## src/rtl/btb_assoc_pkg.sv

```systemverilog
// Shared types and helpers for the two-way branch target buffer.
// Counter encoding, allocation value and saturating counter arithmetic.
package btb_pkg;

    localparam logic [1:0] CNT_SNT   = 2'b00;
    localparam logic [1:0] CNT_WNT   = 2'b01;
    localparam logic [1:0] CNT_WT    = 2'b10;
    localparam logic [1:0] CNT_ST    = 2'b11;
    localparam logic [1:0] CNT_ALLOC = CNT_WT;

    localparam int unsigned ENTRY_TAG_W  = 10;
    localparam int unsigned ENTRY_ADDR_W = 32;

    typedef struct packed {
        logic                    valid;
        logic [ENTRY_TAG_W-1:0]  tag;
        logic [ENTRY_ADDR_W-1:0] target;
        logic [1:0]              cnt;
    } btb_entry_t;

    function automatic logic [1:0] sat_inc(input logic [1:0] c);
        return (c == CNT_ST) ? CNT_ST : c + 2'd1;
    endfunction

    function automatic logic [1:0] sat_dec(input logic [1:0] c);
        return (c == CNT_SNT) ? CNT_SNT : c - 2'd1;
    endfunction

endpackage

```

## src/rtl/btb_assoc_if.sv

```systemverilog
// Fetch-lookup and resolve-update bus of the branch target buffer.
// master drives lookups/updates, slave is the BTB itself.
interface btb_assoc_if #(
    parameter int unsigned ADDR_W = 32
);
    logic              lookup_en;
    logic [ADDR_W-1:0] lookup_pc;
    logic              hit;
    logic              predict_taken;
    logic [ADDR_W-1:0] predict_target;
    logic [1:0]        counter_state;
    logic              upd_en;
    logic [ADDR_W-1:0] upd_pc;
    logic              upd_taken;
    logic [ADDR_W-1:0] upd_target;
    logic              flush;

    modport master (
        output lookup_en, lookup_pc, upd_en, upd_pc, upd_taken, upd_target, flush,
        input  hit, predict_taken, predict_target, counter_state
    );

    modport slave (
        input  lookup_en, lookup_pc, upd_en, upd_pc, upd_taken, upd_target, flush,
        output hit, predict_taken, predict_target, counter_state
    );
endinterface

```

## src/rtl/btb_assoc_way.sv

```systemverilog
// Storage for one BTB way: combinational lookup read port, plus a write port that
// also exposes the current valid/tag/counter of the written set for read-modify-write.
module btb_way
    import btb_pkg::*;
#(
    parameter  int unsigned SETS   = 32,
    parameter  int unsigned TAG_W  = 10,
    parameter  int unsigned ADDR_W = 32,
    localparam int unsigned IDX_W  = $clog2(SETS)
) (
    input  logic              clk,
    input  logic              reset_n,
    input  logic [IDX_W-1:0]  i_rd_idx,
    output logic              o_rd_valid,
    output logic [TAG_W-1:0]  o_rd_tag,
    output logic [ADDR_W-1:0] o_rd_target,
    output logic [1:0]        o_rd_cnt,
    input  logic [IDX_W-1:0]  i_wr_idx,
    output logic              o_wr_valid,
    output logic [TAG_W-1:0]  o_wr_tag,
    output logic [1:0]        o_wr_cnt,
    input  logic              i_wr_valid_en,
    input  logic              i_wr_tag_en,
    input  logic              i_wr_target_en,
    input  logic              i_wr_cnt_en,
    input  logic [TAG_W-1:0]  i_wr_tag,
    input  logic [ADDR_W-1:0] i_wr_target,
    input  logic [1:0]        i_wr_cnt,
    input  logic              i_clr_valid
);

    logic [SETS-1:0]   r_valid;
    logic [1:0]        r_cnt    [SETS];
    logic [TAG_W-1:0]  r_tag    [SETS];
    logic [ADDR_W-1:0] r_target [SETS];

    always_comb begin
        o_rd_valid  = r_valid[i_rd_idx];
        o_rd_tag    = r_tag[i_rd_idx];
        o_rd_target = r_target[i_rd_idx];
        o_rd_cnt    = r_cnt[i_rd_idx];
        o_wr_valid  = r_valid[i_wr_idx];
        o_wr_tag    = r_tag[i_wr_idx];
        o_wr_cnt    = r_cnt[i_wr_idx];
    end

    always_ff @(posedge clk or negedge reset_n) begin
        if (!reset_n) begin
            r_valid <= '0;
        end else if (i_clr_valid) begin
            r_valid <= '0;
        end else if (i_wr_valid_en) begin
            r_valid[i_wr_idx] <= 1'b1;
        end
    end

    always_ff @(posedge clk or negedge reset_n) begin
        if (!reset_n) begin
            for (int i = 0; i < int'(SETS); i++) begin
                r_cnt[i] <= CNT_SNT;
            end
        end else if (i_wr_cnt_en && !i_clr_valid) begin
            r_cnt[i_wr_idx] <= i_wr_cnt;
        end
    end

    // Tags and targets are only meaningful behind a valid bit, so they carry no reset.
    always_ff @(posedge clk) begin
        if (i_wr_tag_en && !i_clr_valid) begin
            r_tag[i_wr_idx] <= i_wr_tag;
        end
        if (i_wr_target_en && !i_clr_valid) begin
            r_target[i_wr_idx] <= i_wr_target;
        end
    end

endmodule

```

## src/rtl/btb_assoc.sv

```systemverilog
// Two-way set-associative BTB with partial tags, 2-bit counters and per-set LRU.
// Lookup is combinational from stored state; updates and flush commit at the clock edge.
module btb_assoc
    import btb_pkg::*;
#(
    parameter int unsigned SETS   = 32,
    parameter int unsigned TAG_W  = 10,
    parameter int unsigned ADDR_W = 32
) (
    input  logic        clk,
    input  logic        reset_n,
    btb_assoc_if.slave  bus
);

    localparam int unsigned IDX_W = $clog2(SETS);

    logic [IDX_W-1:0]  w_lk_idx;
    logic [TAG_W-1:0]  w_lk_tag;
    logic [IDX_W-1:0]  w_upd_idx;
    logic [TAG_W-1:0]  w_upd_tag;

    logic [1:0]        w_lk_valid;
    logic [TAG_W-1:0]  w_lk_tag_q    [2];
    logic [ADDR_W-1:0] w_lk_target_q [2];
    logic [1:0]        w_lk_cnt_q    [2];
    logic [1:0]        w_u_valid;
    logic [TAG_W-1:0]  w_u_tag_q     [2];
    logic [1:0]        w_u_cnt_q     [2];

    logic [1:0]        w_lk_hit;
    logic              w_lk_way;
    logic [1:0]        w_u_hit;
    logic              w_u_hit_any;
    logic              w_victim;
    logic              w_sel;
    logic              w_alloc;
    logic              w_do_upd;
    logic [1:0]        w_new_cnt;
    logic [1:0]        w_wr_en;
    logic              w_unused_pc;

    logic [SETS-1:0]   r_lru;

    assign w_lk_idx    = bus.lookup_pc[IDX_W+1:2];
    assign w_lk_tag    = bus.lookup_pc[IDX_W+1+TAG_W:IDX_W+2];
    assign w_upd_idx   = bus.upd_pc[IDX_W+1:2];
    assign w_upd_tag   = bus.upd_pc[IDX_W+1+TAG_W:IDX_W+2];
    assign w_unused_pc = ^{bus.lookup_pc, bus.upd_pc};

    for (genvar g = 0; g < 2; g++) begin : g_way
        btb_way #(
            .SETS   (SETS),
            .TAG_W  (TAG_W),
            .ADDR_W (ADDR_W)
        ) u_way (
            .clk            (clk),
            .reset_n        (reset_n),
            .i_rd_idx       (w_lk_idx),
            .o_rd_valid     (w_lk_valid[g]),
            .o_rd_tag       (w_lk_tag_q[g]),
            .o_rd_target    (w_lk_target_q[g]),
            .o_rd_cnt       (w_lk_cnt_q[g]),
            .i_wr_idx       (w_upd_idx),
            .o_wr_valid     (w_u_valid[g]),
            .o_wr_tag       (w_u_tag_q[g]),
            .o_wr_cnt       (w_u_cnt_q[g]),
            .i_wr_valid_en  (w_wr_en[g] && w_alloc),
            .i_wr_tag_en    (w_wr_en[g] && w_alloc),
            .i_wr_target_en (w_wr_en[g] && bus.upd_taken),
            .i_wr_cnt_en    (w_wr_en[g]),
            .i_wr_tag       (w_upd_tag),
            .i_wr_target    (bus.upd_target),
            .i_wr_cnt       (w_new_cnt),
            .i_clr_valid    (bus.flush)
        );
    end

    // Lookup side: way 0 wins if both ways match.
    always_comb begin
        for (int g = 0; g < 2; g++) begin
            w_lk_hit[g] = bus.lookup_en && w_lk_valid[g] && (w_lk_tag_q[g] == w_lk_tag);
        end
        w_lk_way = !w_lk_hit[0];
        bus.hit            = |w_lk_hit;
        bus.predict_target = '0;
        bus.counter_state  = CNT_SNT;
        if (|w_lk_hit) begin
            bus.predict_target = w_lk_target_q[w_lk_way];
            bus.counter_state  = w_lk_cnt_q[w_lk_way];
        end
        bus.predict_taken = bus.hit && bus.counter_state[1];
    end

    // Update side: hit way, else first invalid way, else the LRU way.
    always_comb begin
        for (int g = 0; g < 2; g++) begin
            w_u_hit[g] = w_u_valid[g] && (w_u_tag_q[g] == w_upd_tag);
        end
        w_u_hit_any = |w_u_hit;
        if (!w_u_valid[0]) begin
            w_victim = 1'b0;
        end else if (!w_u_valid[1]) begin
            w_victim = 1'b1;
        end else begin
            w_victim = r_lru[w_upd_idx];
        end
        w_sel    = w_u_hit_any ? !w_u_hit[0] : w_victim;
        w_alloc  = !w_u_hit_any && bus.upd_taken;
        w_do_upd = bus.upd_en && !bus.flush && (w_u_hit_any || bus.upd_taken);
        if (!w_u_hit_any) begin
            w_new_cnt = CNT_ALLOC;
        end else if (bus.upd_taken) begin
            w_new_cnt = sat_inc(w_u_cnt_q[w_sel]);
        end else begin
            w_new_cnt = sat_dec(w_u_cnt_q[w_sel]);
        end
        w_wr_en = w_do_upd ? {w_sel, !w_sel} : 2'b00;
    end

    always_ff @(posedge clk or negedge reset_n) begin
        if (!reset_n) begin
            r_lru <= '0;
        end else if (bus.flush) begin
            r_lru <= '0;
        end else if (w_do_upd) begin
            r_lru[w_upd_idx] <= !w_sel;
        end
    end

endmodule

```

## src/flat_wrapper.sv

```systemverilog
// flat-port wrapper written by rule: the top's interface ports become plain ports
module btb_assoc_flat import btb_pkg::*;
#(
    parameter int unsigned SETS   = 32,
    parameter int unsigned TAG_W  = 10,
    parameter int unsigned ADDR_W = 32
)
  (clk, reset_n, bus_lookup_en, bus_lookup_pc, bus_upd_en, bus_upd_pc, bus_upd_taken, bus_upd_target, bus_flush, bus_hit, bus_predict_taken, bus_predict_target, bus_counter_state);
  btb_assoc_if #(.ADDR_W(ADDR_W)) bus_i ();
  input  logic clk;
  input  logic reset_n;
  input wire logic [$bits(bus_i.lookup_en)-1:0] bus_lookup_en;
  input wire logic [$bits(bus_i.lookup_pc)-1:0] bus_lookup_pc;
  input wire logic [$bits(bus_i.upd_en)-1:0] bus_upd_en;
  input wire logic [$bits(bus_i.upd_pc)-1:0] bus_upd_pc;
  input wire logic [$bits(bus_i.upd_taken)-1:0] bus_upd_taken;
  input wire logic [$bits(bus_i.upd_target)-1:0] bus_upd_target;
  input wire logic [$bits(bus_i.flush)-1:0] bus_flush;
  output wire logic [$bits(bus_i.hit)-1:0] bus_hit;
  output wire logic [$bits(bus_i.predict_taken)-1:0] bus_predict_taken;
  output wire logic [$bits(bus_i.predict_target)-1:0] bus_predict_target;
  output wire logic [$bits(bus_i.counter_state)-1:0] bus_counter_state;
  assign bus_i.lookup_en = bus_lookup_en;
  assign bus_i.lookup_pc = bus_lookup_pc;
  assign bus_i.upd_en = bus_upd_en;
  assign bus_i.upd_pc = bus_upd_pc;
  assign bus_i.upd_taken = bus_upd_taken;
  assign bus_i.upd_target = bus_upd_target;
  assign bus_i.flush = bus_flush;
  assign bus_hit = bus_i.hit;
  assign bus_predict_taken = bus_i.predict_taken;
  assign bus_predict_target = bus_i.predict_target;
  assign bus_counter_state = bus_i.counter_state;
  btb_assoc #(.SETS(SETS), .TAG_W(TAG_W), .ADDR_W(ADDR_W)) u_core (.clk(clk), .reset_n(reset_n), .bus(bus_i));
endmodule
```

## config.mk

```make
export PLATFORM = sky130hd
export DESIGN_NAME = btb_assoc_flat
export DESIGN_NICKNAME = d
export VERILOG_FILES = /design/src/rtl/btb_assoc_pkg.sv /design/src/rtl/btb_assoc_if.sv /design/src/rtl/btb_assoc_way.sv /design/src/rtl/btb_assoc.sv /design/src/flat_wrapper.sv
export SDC_FILE = /design/constraint.sdc
export NUM_CORES = 2
export LEC_CHECK = 0
export CAP_MARGIN = 25
export CORE_MARGIN = 2
export CORE_UTILIZATION = 55
export CTS_CLUSTER_DIAMETER = 150
export DETAILED_ROUTE_END_ITERATION = 10
export GPL_TIMING_DRIVEN = 0
export PLACE_DENSITY_LB_ADDON = 0.25
export SLEW_MARGIN = 40
export SYNTH_ARGS = -nofsm -noshare
export SYNTH_HDL_FRONTEND = slang
export SYNTH_HIERARCHICAL = 1
export SYNTH_SLANG_ARGS = --single-unit
```

## constraint.sdc

```tcl
create_clock -name clk -period 4.26 [get_ports clk]
set_input_delay 0.426 -clock clk [delete_from_list [all_inputs] [get_ports clk]]
set_output_delay 0.426 -clock clk [all_outputs]
set_load 0.02 [all_outputs]
```

Word-level counts from Yosys, hierarchy flattened. Memory sizes are Yosys's and may differ from the RTL's. Index checks and enable logic that the tools add are counted.

$lt $le $gt $ge: 8. Reductions and logical operators: 34. Multiplexer cells: 62. Add/subtract/negate cells: 2. Bitwise gates (word level): 6. Equality and inequality tests: 5.

Operators by type and width (count): 32-bit 2-to-1 mux (10); 64-bit bitwise mux (2); 32-bit OR (2); 2-bit 2-to-1 mux (21); 2-bit binary-select mux with 5-bit select (4); 10-bit equality test (4); 32-bit bitwise mux (1); 1-bit binary-select mux with 5-bit select (5); 1-bit logical AND (22); 1-bit 2-to-1 mux (17); 6-bit greater-or-equal comparator (second input constant) (2); 5-bit by 6-bit less-than comparator with 1-bit output (second input constant) (2); 5-bit inverter with 6-bit output (2); 2-bit demux with 5-bit select (1); 6-bit by 1-bit less-than comparator with 1-bit output (second input constant) (1); 2-bit nonzero test (3); 1-bit demux with 5-bit select (1); 5-bit by 1-bit greater-or-equal comparator with 1-bit output (second input constant) (1); 1-bit logical NOT (5); 2-bit greater-or-equal comparator (second input constant) (2); 1-bit inverter with 2-bit output (2); 2-bit OR reduction (2); 2-bit by 1-bit adder with 2-bit output (second input constant) (1); 2-bit equality test (second input constant) (1); other kinds (3) (3).

Bits in registers: 224. Output and inout bits: 36. Memories kept: 4. Bits in writable memories: 2688.

Memory list: u_core.g_way[0].u_way.r_target (words 32, width 32, rd ports 1, clocked after memory_dff 0, wr ports 1, RTL line btb_assoc_way.sv:35) `logic [ADDR_W-1:0] r_target [SETS];`; u_core.g_way[1].u_way.r_target (words 32, width 32, rd ports 1, clocked after memory_dff 0, wr ports 1, RTL line btb_assoc_way.sv:35); u_core.g_way[0].u_way.r_tag (words 32, width 10, rd ports 2, clocked after memory_dff 0, wr ports 1, RTL line btb_assoc_way.sv:34) `logic [TAG_W-1:0] r_tag [SETS];`; u_core.g_way[1].u_way.r_tag (words 32, width 10, rd ports 2, clocked after memory_dff 0, wr ports 1, RTL line btb_assoc_way.sv:34).

Depth between registers and ports, before layout.
Word-level depth: 14. Depth in mapped cells: 18. Depth with buffers taken out: 14.

Modules after synthesis. The synthesis kept the hierarchy.

Modules (own cells, without submodules): btb_way (times used 2, area an instance 59857.4 µm², cells each 3561); btb_assoc (times used 1, area an instance 3235.6 µm², cells each 401).

Worst setup path after synthesis. Ideal clock, no wire load.

Kind: in2reg. From: input port bus_upd_pc[2]. To: memory u_core.g_way[0].u_way.r_target[11][0] (enable). Stages on the path: 14. Library setup time: 0.421 ns. Path slack: -0.931 ns. Data required time: 3.839 ns. Arrival: 4.770 ns. Path buffers: 3. Cells stage by stage: buf_4 > buf_2 > mux4_2 > a22oi_1 > nand4_1 > xnor2_1 > nand4_1 > nor3_1 > a22oi_4 > buf_6 > nor2_1 > nor2b_1 > nand3_1 > nor2_1.

RTL lines: from (decl) (RTL line flat_wrapper.sv:15) `input wire logic [$bits(bus_i.upd_pc)-1:0] bus_upd_pc;`; to (decl) (RTL line btb_assoc_way.sv:35).

==> impl_metrics.ini <==
[run_status]
outcome = complete, but fails checks
violations = negative setup slack

[global_routing]
grt-ovfl-total = 0
use_met3_pct = 5.97
grtUsageTotal_pct = 31.5
grt_pass1_vias = 74600
globalRoute.busiestLayer = met2
grt_use_met2_pct = 48.6
antenna_found_initial = 9
grt_max_degree = 69
globalRouteMet1Util_pct = 43.4
grt_pass1_wl_um = 520000

[worst_setup_path]
critPathRequiredTime_ps = 3830
critPathMaxFanout = 10
r2r_setup_slack_ps = -50
cp_slowest_cell = nand4_1
startpoint_type = input pin
arrival_ps = 4290
startpoint = bus_lookup_pc[2]
timing.rr.start = u_core/g_way[0].u_way/r_tag[1][5]
path_cells = buf_4 > buf_6 > buf_6 > buf_6 > mux2i_1 > nand2_1 > a31oi_4 > nand3_4 > xor2_2 > or2_4 > nor3b_2 > nand4_1 > buf_8 > buf_12 > mux2i_4 > nor2_4 > buf_6
slowest_delay_ps = 300
crit_top_cell = buf_6
cp-end-kind = output port
path_class = input pin to output port

[die]
die_area_um2 = 227000
dieWidth_um = 477
pin_count = 138
start_util_pct = 55.3
fp.coreArea_um2 = 222000
num_rows = 173
die_h_um = 477

[place]
dp.final_hpwl_um = 245000
place.gp.congestion = 0.970
portBuffers = 102
place_area_um2 = 131000

[sta]
setup_viol = 170
slew_headroom_pct = 38.4
min_period_ps = 4720
grt_setup_unrepaired = yes
setup_ws_ps = -456
tightest_slew_ps = 925
fin_skew_ps = 45.7
period_share_pct = 111
finalMaxSlewViolations = 0
fmax_mhz = 212
finalHoldViolCount = 0

[yosys]
postSynthAreaPerCell_um2 = 16.3
synth_nets = 7625
syn_inst = 7523
synth.distinct_cells = 52
yosysSeqAreaShare_pct = 70.2
ys_ff_latch = 2912
synth_warnings = 6
syn_area_um2 = 123000

[power_and_ir_drop]
power_density_nw_per_um2 = 419
peakVddDrop_uv = 388
p_leak_uw = 0.0525
finalPower_uw = 61200

[cts]
clockBufferDepth = 4
htreeDepth = 5
cts_buffers = 307
clock-sinks = 2912
clk_latency_ps = 960
cts_tree = yes
path_clk_slew_ps = 60
cts_root_buf = clkbuf_16

[finish]
area_delta_synth_final_pct = 18.6
fin_area_um2 = 146000
nets = 8476
layout-drive-gt1-share_pct = 22.3

[routing]
drt_iter0_markers = 10800
drtPass1Iterations = 6
wire_per_inst_um = 31.7
ant_nets = 0
routed-via-count = 76000
viasPerCell = 6.57
drt-total-wl_um = 367000
drc = 0

[hold_path]
hold_class = input pin to flip-flop
min_from = bus_upd_pc[5]

[run]
maxCapViolations = 0
[cell usage in the layout (no fill, tap or decap), types with 12 or more instances in the layout]
cell type           n
buf_2             123
nor2_4            141
buf_6              76
clkinv_2           49
o21ai_0            38
nor2_2             17
buf_4             358
buf_8              64
mux2i_1          1464
a22oi_1           367
buf_16             40
a31oi_1            77
buf_12            134
nand4_1            33
clkbuf_1          181
nor3_1             92
clkbuf_16         317
edfxtp_1         2688
xnor2_1            29
clkinvlp_4         12
mux2i_4            15
dlygate4sd3_1      44
nor2_1            100
mux4_2            209
clkinv_1           51
nor2b_1            43
nand2_1           365
buf_1              21
nand3_1           262
a21oi_1           335
dfrtp_1           224
nand3_2            16
clkbuf_2           37
bufinv_16          20
o21ai_2            28
mux2_2            126
clkbuf_4           19
clkdlybuf4s50_1    14
a22o_1            180
[where the power goes]
group	internal [uW]	total (uW)	leakage (uW)	switching, uW
logic	1390	4270	0.0207	2880
registers	31300	31300	0.0273	28.0
clock network	14800	25600	0.00460	10800
[per-stage QoR]
step           TNS [ps]  instances  hold WS [ps]  util [%]  worst slack [ps]
2_1_floorplan   -245920       7523           130         -              -524
3_3_place_gp          -      10600           494      57.6             -7250
3_5_place_dp   -7106020      10700           328      59.0             -3290
4_1_cts          -99630      11500           205      65.0              -388
5_1_grt          -15760      11600           261      65.6              -443
6_report         -16040      11600           227      65.6              -456
[worst paths after layout]
| kind | endpoint | depth (start not counted) |
|---|---|---|
| setup / recovery | bus_predict_target[11] | 17 |
| hold / removal | u_core/r_lru[10] | 5 |
| setup reg to reg | u_core/g_way[1].u_way/r_tag[13][1] | 14 |
| hold reg to reg | u_core/g_way[0].u_way/r_valid[2] | 2 |
| max in group asynchronous | u_core/g_way[1].u_way/r_cnt[5] | 6 |
| min in group asynchronous | u_core/r_lru[0] | 4 |
[cell type report]
cell class / count / area [um^2]
repair buffers: 550 / 7240
clock inverters: 138 / 1190
plain buffers: 496 / 3140
fillers: 15100 / 76400
diodes: 5 / 12.5
multi-input cells: 4099 / 36000
clock buffers: 390 / 8240
inverters: 8 / 30.0
flip-flops and latches: 2912 / 86300
well taps: 2975 / 3720
[kinds of logic after synthesis]
logic type	share of synthesized area (%)
buffers and inverters	2.14
DFF	70.2
and+or+nand+nor	4.38
xor gates and xnor gates	0.285
AOI/OAI and AO/OA	5.84
adders and majority gates	0.0244
muxes	17.1
[sequential cells by signal, indices dropped and copies added, names as in the netlist]
register / count
u_core/g_way.u_way/r_tag: 640
u_core/g_way.u_way/r_target: 2048
u_core/r_lru: 32
u_core/g_way.u_way/r_cnt: 128
u_core/g_way.u_way/r_valid: 64
[worst max-delay path, delay by kind of cell]
kind	cells	cell delay, ps
AO/OA/AOI/OAI	1	270
XOR/XNOR	1	180
buffers and inverters	7	1610
multiplexers	2	440
AND/OR/NAND/NOR	6	1300
[synth_stat cells (all sizes together)]
master,n,area (um^2)
edfxtp,2688,80700
mux2i,1484,14900
nand2,381,1430
a22oi,376,2840
a21oi,336,1680
buf,331,1950
nand3,283,1420
nor2,258,968
dfrtp,224,5610
mux4,210,4730
a22o,180,1580
clkbuf,173,649
mux2,130,1460
nor3,101,516
a31oi,91,569
o21ai,66,435
nor2b,47,294
nand4,33,206
xnor2,32,280
and2,11,68.8
nor3b,10,120
nand2b,9,56.3
inv,8,30.0
xor2,8,70.1
and3,6,37.5
nand3b,6,45.0
or2,6,37.5
or3,6,37.5
or3b,6,52.6
and3b,5,43.8
nor4,4,25.0
maj3,3,30.0
o22ai,3,18.8
nand4b,2,30.0
a2111o,1,11.3
a211oi,1,7.51
a221o,1,10.0
a41oi,1,8.76
o31a,1,8.76
o31ai,1,7.51
[what timing repair did]
action	in CTS	in global routing
resized for setup	643	68
hold endpoints to repair	792	0
hold buffers	45	0
gates cloned	1	0
pin swaps	114	84
endpoints found under the setup margin	2948	2699
setup buffers	198	64
[metal layers]
layer	routed length, um	up-vias
li1	-	31500
met1	141000	38900
met2	169000	4727
met3	36800	885
met4	20800	4
met5	32	-
(Power assumes the default switching activity.)
